==> config.mk <==
export PLATFORM = sky130hd
export DESIGN_NAME = beam_sample_streamer
export DESIGN_NICKNAME = d
export VERILOG_FILES = /design/src/rtl/beam_sample_streamer.sv
export SDC_FILE = /design/constraint.sdc
export NUM_CORES = 1
export LEC_CHECK = 0
export ABC_CLOCK_PERIOD_IN_PS = 3400
export CAP_MARGIN = 10
export CORE_MARGIN = 3
export CORE_UTILIZATION = 52
export DETAILED_ROUTE_END_ITERATION = 16
export PLACE_DENSITY = 0.77
export SETUP_SLACK_MARGIN = 0.4
export SYNTH_ARGS = -nofsm -noshare
export SYNTH_HDL_FRONTEND = slang
export SYNTH_SLANG_ARGS = --single-unit
==> constraint.sdc <==
create_clock -name clk -period 3.4 [get_ports clk]
set_input_delay 0.68 -clock clk [delete_from_list [all_inputs] [get_ports clk]]
set_output_delay 0.68 -clock clk [all_outputs]
set_load 0.1 [all_outputs]
==> src/rtl/beam_sample_streamer.sv <==
// Sample RAM to beamformer streamer: reads a block, holds each index/value pair HOLD_CYCLES cycles,
// prefetching the next sample READ_LATENCY edges after each present edge.
module beam_sample_streamer #(
    parameter int ADDR_W       = 10,
    parameter int READ_LATENCY = 2,
    parameter int HOLD_CYCLES  = 4
) (
    input  logic              clk,
    input  logic              rst_n,
    input  logic              start,
    input  logic              abort,
    input  logic [15:0]       sample_count,
    output logic [ADDR_W-1:0] ram_addr,
    input  logic [31:0]       ram_q,
    output logic [31:0]       stream_value,
    output logic [15:0]       stream_index,
    output logic              stream_active,
    output logic              busy,
    output logic              done
);

    // state  | meaning
    // IDLE   | waiting for start
    // PRIME  | first RAM read in flight, counting READ_LATENCY edges
    // STREAM | presenting pairs, prefetching the next one
    // FINISH | done pulse, then back to IDLE

    localparam int HOLD_W = $clog2(HOLD_CYCLES + 1);
    localparam logic [HOLD_W-1:0] CAPTURE_CNT = HOLD_W'(READ_LATENCY - 1);
    localparam logic [HOLD_W-1:0] LAST_HOLD   = HOLD_W'(HOLD_CYCLES - 1);
    localparam logic [ADDR_W:0]   MAX_N       = {1'b1, {ADDR_W{1'b0}}};

    typedef enum logic [1:0] {IDLE, PRIME, STREAM, FINISH} state_t;

    state_t            state, next_state;
    logic [HOLD_W-1:0] hold_cnt;
    logic [ADDR_W-1:0] last_idx;
    logic [31:0]       prefetch;
    logic [ADDR_W:0]   count_clamped;
    logic              is_last;

    always_comb begin
        count_clamped = (int'(sample_count) > int'(MAX_N)) ? MAX_N : sample_count[ADDR_W:0];
        is_last       = (stream_index[ADDR_W-1:0] == last_idx);
        busy          = (state != IDLE);
        done          = (state == FINISH);
    end

    always_ff @(posedge clk or negedge rst_n) begin
        if (!rst_n) state <= IDLE;
        else        state <= next_state;
    end

    always_comb begin
        next_state = state;
        case (state)
            IDLE:   if (start) next_state = (count_clamped == '0) ? FINISH : PRIME;
            PRIME:  if (hold_cnt == CAPTURE_CNT) next_state = STREAM;
            STREAM: if (hold_cnt == LAST_HOLD && is_last) next_state = FINISH;
            FINISH: next_state = IDLE;
            default: next_state = IDLE;
        endcase
        if (abort && state != IDLE) next_state = IDLE;
    end

    // last_idx wraps to all-ones for a full 2^ADDR_W block, which is exactly N-1
    always_ff @(posedge clk or negedge rst_n) begin
        if (!rst_n) begin
            hold_cnt      <= '0;
            last_idx      <= '0;
            prefetch      <= '0;
            ram_addr      <= '0;
            stream_value  <= '0;
            stream_index  <= '0;
            stream_active <= 1'b0;
        end else if (abort && state != IDLE) begin
            stream_active <= 1'b0;
        end else begin
            case (state)
                IDLE: begin
                    if (start) begin
                        last_idx <= count_clamped[ADDR_W-1:0] - 1'b1;
                        hold_cnt <= '0;
                        if (count_clamped != '0) ram_addr <= '0;
                    end
                end
                PRIME: begin
                    if (hold_cnt == CAPTURE_CNT) begin
                        stream_value  <= ram_q;
                        stream_index  <= '0;
                        stream_active <= 1'b1;
                        hold_cnt      <= '0;
                        if (ram_addr != last_idx) ram_addr <= ram_addr + 1'b1;
                    end else begin
                        hold_cnt <= hold_cnt + 1'b1;
                    end
                end
                STREAM: begin
                    if (hold_cnt == CAPTURE_CNT) prefetch <= ram_q;
                    if (hold_cnt == LAST_HOLD) begin
                        hold_cnt <= '0;
                        if (is_last) begin
                            stream_active <= 1'b0;
                        end else begin
                            stream_value <= prefetch;
                            stream_index <= stream_index + 16'd1;
                            if (ram_addr != last_idx) ram_addr <= ram_addr + 1'b1;
                        end
                    end else begin
                        hold_cnt <= hold_cnt + 1'b1;
                    end
                end
                default: ;
            endcase
        end
    end

endmodule

==> qor.yml, run 1 <==
synthXorXnorAreaFrac: 0.0343
clk_latency_ns: 0.37
fin_setup_tns_ns: 0
layout-drive-gt1-share: 0.202
start_util: 0.539
cpPeakStageDelay_ns: 0.49
antenna_found_initial: 0
synth_seq_cells: 106
syn_nets: 606
use_met2: 0.408
combPwrFrac: 0.595
netlist_top_cells_count: "dfrtp_1 (106), a21oi_1 (84), mux2i_1 (37)"
worstSetupPathType: "flip-flop to flip-flop"
nNetsFinal: 714
p_sw_mw: 3.79
synth_top_area_frac: 0.473
slew_viol_final: 0
yosysMostFrequentCell: "dfrtp_1"
clock_path_buffers: 2
syn_avg_cell_area_um2: 10.4
grt_pass1_vias: 4693
rr_worst_depth: 8
synthArstFlopShare: 1.00
critPathArrivalTime_ns: 3.17
cts_tree: "built"
cp_cell_sequence: "inv_1, ha_2, or3b_1, a221oi_1, o31a_1, nand4_1, buf_4, o41ai_1"
drc: 0
routed_wl_mm: 14.5
portBuffers: 112
die_w_um: 110
cp-end-kind: "flip-flop"
intPower_mw: 3.15
num-fill-cells: 828
status: "completed"
multi_input_area_um2: 2870
syn_area_um2: 5610
total_power_mw: 6.94
synthTopCellsByArea: "dfrtp_1 (47%), a21oi_1 (7.5%), mux2i_1 (6.6%)"
numClockSinks: 106
core-area_um2: 10400
syn_to_final_growth_pct: 26.6
cts_htree_levels: 3
core.rowCount: 37
fmax_ghz: 0.345
die_h_um: 110
vdd_drop_max_uv: 981
power.density_nw_per_um2: 976
gr-usage-met1: 0.313
vias: 4746
grt_max_degree: 69
worst_pin_slew_ns: 0.993
cts_inserted_buffers: 9
cts_root_buf: "clkbuf_8"
hold_viol_final: 0
synthAdderAreaFrac: 0.0267
vias_per_cell: 6.00
first_pass_iters: 5
synthMuxAreaShare: 0.132
grt_use_met3: 0.0487
grt_usage: 0.242
finalSetupViolCount: 0
seq_area_frac_synth: 0.473
crit_slowest_cell: "a221oi_1"
min_path_type: "input port to asynchronous set/reset pin"
synth_top_family_by_area: "compound AO/OA/AOI/OAI gates"
gr-total-overflow: 0
dpl.hpwl_mm: 10.1
wl_per_cell_um: 18.3
r2r-start: "state[1]"
synthSimpleGateAreaFrac: 0.133
post-route-period-util: 0.853
startpoint_type: "flip-flop"
grt_pass1_wl_mm: 23.0
initialDrtViolationCount: 262
rsz0062_at_grt: "false"
yosys_warnings: 0
regArea_um2: 2650
grt_busiest_layer: "met2"
synth_cell_type_count: 53
path_clk_slew_ns: 0.11
slew_headroom: 0.336
num_antenna_cells: 0
pwr-share-clk: 0.119
gp_congestion: 0.897
synth_edf_count: 0
switching_share: 0.546
postCtsHoldBufs: 0
dieArea_um2: 12100
maxCapViolations: 0
ys.flop_type: "dfrtp_1"
crit_required_ns: 3.67
rr_endpoint: "ram_addr[8]"
synth_compound_area_frac: 0.167
yosysTopAreaCell: "dfrtp_1"
reg2reg_slack_ns: 0.50
seqPwrFrac: 0.285
skew_ns: 0.0126
critPathMaxFanout: 10
leakagePower_nw: 2.98
syn_inst: 542
ioPinCount: 113
min_period_ns: 2.90
ant_nets: 0
[worst max-delay path by stage]
stage / startpoint / end / slack (ns) / cells after the start
floorplan: sample_count[14] / ram_addr[8] / 0.39 / 10
global placement: sample_count[3] / ram_addr[3] / 0.14 / 10
detailed placement: sample_count[3] / ram_addr[7] / -0.03 / 10
CTS: sample_count[3] / ram_addr[3] / 0.40 / 10
global route: sample_count[0] / ram_addr[8] / 0.40 / 11
finish: state[1] / ram_addr[8] / 0.50 / 8
[cells in the final DEF, fill, tap and decap left out, types with 5 or more instances in the layout]
cell,n
a21oi_1,84
a31oi_1,6
and3_1,6
buf_4,62
clkbuf_8,9
clkdlybuf4s50_1,62
dfrtp_1,106
ha_1,9
inv_1,12
mux2_2,32
mux2i_1,37
nand2_1,32
nand2b_1,7
nand3_1,15
nand4_1,9
nor2_1,18
nor3_1,6
o21ai_0,7
o21ai_1,7
o31ai_1,20
o41ai_2,5
or4_1,12
xnor2_1,14
xor2_1,8
[what timing repair did]
item | CTS | global route
pin swaps | 0 | 4
gates resized for setup | 1 | 16
endpoints found under the hold margin | 0 | 0
endpoints found under the setup margin | 3 | 10
buffers inserted | 0 | 3
[power groups by stage]
stage	Sequential (mW)	Combinational, mW	Clock [mW]
6_report	1.98	4.13	0.829
5_1_grt	2.02	4.37	0.894
2_1_floorplan	3.52	1.53	0
3_5_place_dp	1.99	4.09	0
4_1_cts	1.97	4.10	0.848
3_3_place_gp	1.98	3.99	0
[area by class of cell]
class                      instances  area share
timing repair buffer             129       0.162
tap                              136      0.0239
multi-input combinational        392       0.404
clock inverter                     7      0.0132
sequential                       106       0.373
inverter                          12     0.00634
clock buffer                       9      0.0174
[state kept, by name, indices dropped and copies added (netlist names)]
register	flops
stream_value	32
prefetch	32
last_idx	10
stream_active	1
hold_cnt	3
ram_addr	10
stream_index	16
state	2
[metrics by stage]
stage / hold WS, ns / utilization / cell area, um^2 / instances / setup slack, ns
final: 0.272 / 0.682 / 7110 / 791 / 0.500
after global routing: 0.295 / 0.682 / 7110 / 791 / 0.400
after CTS: 0.277 / 0.671 / 6990 / 787 / 0.403
after detailed placement: 0.493 / 0.650 / 6770 / 771 / -0.0272
after global placement: 0.485 / 0.650 / 6770 / 771 / 0.135
after floorplan: 0.384 / - / 5630 / 542 / 0.390
[cell families after synthesis]
family	Yosys count
AO/OA/AOI/OAI	152
AND/OR/NAND/NOR	136
flip-flops	106
multiplexers	70
buffers and inverters	44
XOR/XNOR	22
adder cells (fa/ha/maj)	12
[critical path, delay by kind of cell, from the launching register on]
kind                       cells  cell delay, ns
adders and majority gates      1            0.47
buffers and inverters          2            0.31
DFF                            1            0.45
AOI/OAI and AO/OA              3            0.99
and+or+nand+nor                2            0.57
[layer usage]
metal / up-vias / share of wire
met4: 0 / 0.017
li1: 2221 / -
met2: 135 / 0.52
met1: 2371 / 0.42
met5: - / 0
met3: 19 / 0.050
(Power assumes the default switching activity.)
==> inputs of run 2 (changes only) <==
CAP_MARGIN = not set   (was 10)
CORE_UTILIZATION = 54   (was 52)
CTS_BUF_LIST = sky130_fd_sc_hd__clkbuf_4   (was not set)
PLACE_DENSITY = 0.79   (was 0.77)
==> qor.yml, run 2 (same netlist as run 1, synthesis figures left out) <==
fmax_ghz: 0.349
reg_top3: "prefetch (32), stream_value (32), stream_index (16)"
worst_pin_slew_ns: 1.01
grt_usage: 0.250
final_cell_area_um2: 6990
fin_setup_tns_ns: 0
syn_to_final_growth_pct: 24.6
drc: 0
gr-usage-met1: 0.322
startpoint_type: "input port"
finalSetupViolCount: 0
ant_nets: 0
clk_latency_ns: 0.46
numClockSinks: 106
layout-drive-gt1-share: 0.192
critPathMaxFanout: 10
post-route-period-util: 0.843
first_pass_iters: 5
hold_viol_final: 0
portBuffers: 112
gp_congestion: 0.946
maxCapViolations: 0
r2r-start: "state[0]"
leakagePower_nw: 2.92
post_dp_cell_area_um2: 6780
cp-end-kind: "flip-flop"
rr_worst_depth: 7
reg2reg_slack_ns: 0.66
grt_busiest_layer: "met2"
worstSetupPathType: "input port to flip-flop"
status: "completed"
nNetsFinal: 714
cts_root_buf: "clkbuf_4"
use_met2: 0.431
wl_per_cell_um: 17.9
rr_endpoint: "stream_index[15]"
routed_wl_mm: 14.1
start_util: 0.564
initialDrtViolationCount: 364
grt_max_degree: 61
vias: 4769
total_power_mw: 6.75
core.rowCount: 36
cts_inserted_buffers: 9
grt_pass1_vias: 4822
min_path_type: "input port to asynchronous set/reset pin"
slew_headroom: 0.321
grt_use_met3: 0.0490
die_w_um: 108
gr-total-overflow: 0
clock_path_buffers: 2
cts_htree_levels: 3
dpl.hpwl_mm: 9.97
cts_tree: "built"
path_clk_slew_ns: 0.15
vdd_drop_max_uv: 996
critPathArrivalTime_ns: 3.20
dieArea_um2: 11700
slew_viol_final: 0
grt_pass1_wl_mm: 23.3
skew_ns: 0.0163
crit_required_ns: 3.73
fin_util: 0.702
antenna_found_initial: 0
final_cell_mix: "dfrtp_1 (106), a21oi_1 (84), clkdlybuf4s50_1 (67)"
layout_commonest_cell: "dfrtp_1"
core-area_um2: 9950
ioPinCount: 113
num_antenna_cells: 0
die_h_um: 108
vias_per_cell: 6.05
rsz0062_at_grt: "false"
min_period_ns: 2.87
power.density_nw_per_um2: 965
-- run 2: what timing repair did --
action,in CTS,in global routing
hold buffers,0,0
setup buffers,0,2
gates resized for setup,0,9
setup endpoints to repair,0,15
-- run 2: worst max-delay path by stage --
| stage | from | to | slack [ns] | cells past startpoint |
|---|---|---|---|---|
| after global routing | sample_count[2] | ram_addr[6] | 0.42 | 10 |
| final | sample_count[14] | ram_addr[4] | 0.53 | 9 |
| after detailed placement | sample_count[2] | ram_addr[4] | -0.03 | 10 |
| after CTS | state[0] | ram_addr[7] | 0.43 | 7 |
| after global placement | sample_count[2] | ram_addr[4] | 0.14 | 10 |
| after floorplan | sample_count[14] | ram_addr[8] | 0.39 | 10 |
-- run 2: cell type report --
| class | instances | area, um^2 |
|---|---|---|
| fillers | 763 | 2960 |
| well taps | 133 | 166 |
| multi-input cells | 392 | 2840 |
| clock buffers | 10 | 75.1 |
| flip-flops and latches | 106 | 2650 |
| inverters | 12 | 45.0 |
| repair buffers | 129 | 1150 |
| clock inverters | 6 | 66.3 |
-- run 2: critical path: stages --
cell	delay (ns)
clkdlybuf4s50_1	0.40
or4_1	0.60
nor3_4	0.25
nand2_1	0.09
ha_2	0.23
and3_1	0.18
and3_2	0.29
o41ai_1	0.37
o31ai_1	0.12
-- run 2: metal layers --
layer	vias to the layer above	share of wire	wire length, um
li1	2214	-	-
met1	2347	0.41	5820
met2	187	0.51	7150
met3	21	0.063	885
met4	0	0.017	243
met5	-	0	0
-- run 2: through the flow --
step | hold slack, ns | std cells | worst slack [ns]
finish | 0.213 | 788 | 0.532
global route | 0.223 | 788 | 0.417
global placement | 0.486 | 770 | 0.142
CTS | 0.203 | 786 | 0.429
detailed placement | 0.493 | 770 | -0.0311
floorplan | 0.384 | 542 | 0.390
-- run 2: power by group --
group / leakage, nW / total, mW / internal, mW / switching [mW]
clock network: 0.0759 / 0.651 / 0.236 / 0.415
logic: 1.53 / 4.12 / 1.13 / 2.98
registers: 1.31 / 1.98 / 1.66 / 0.320
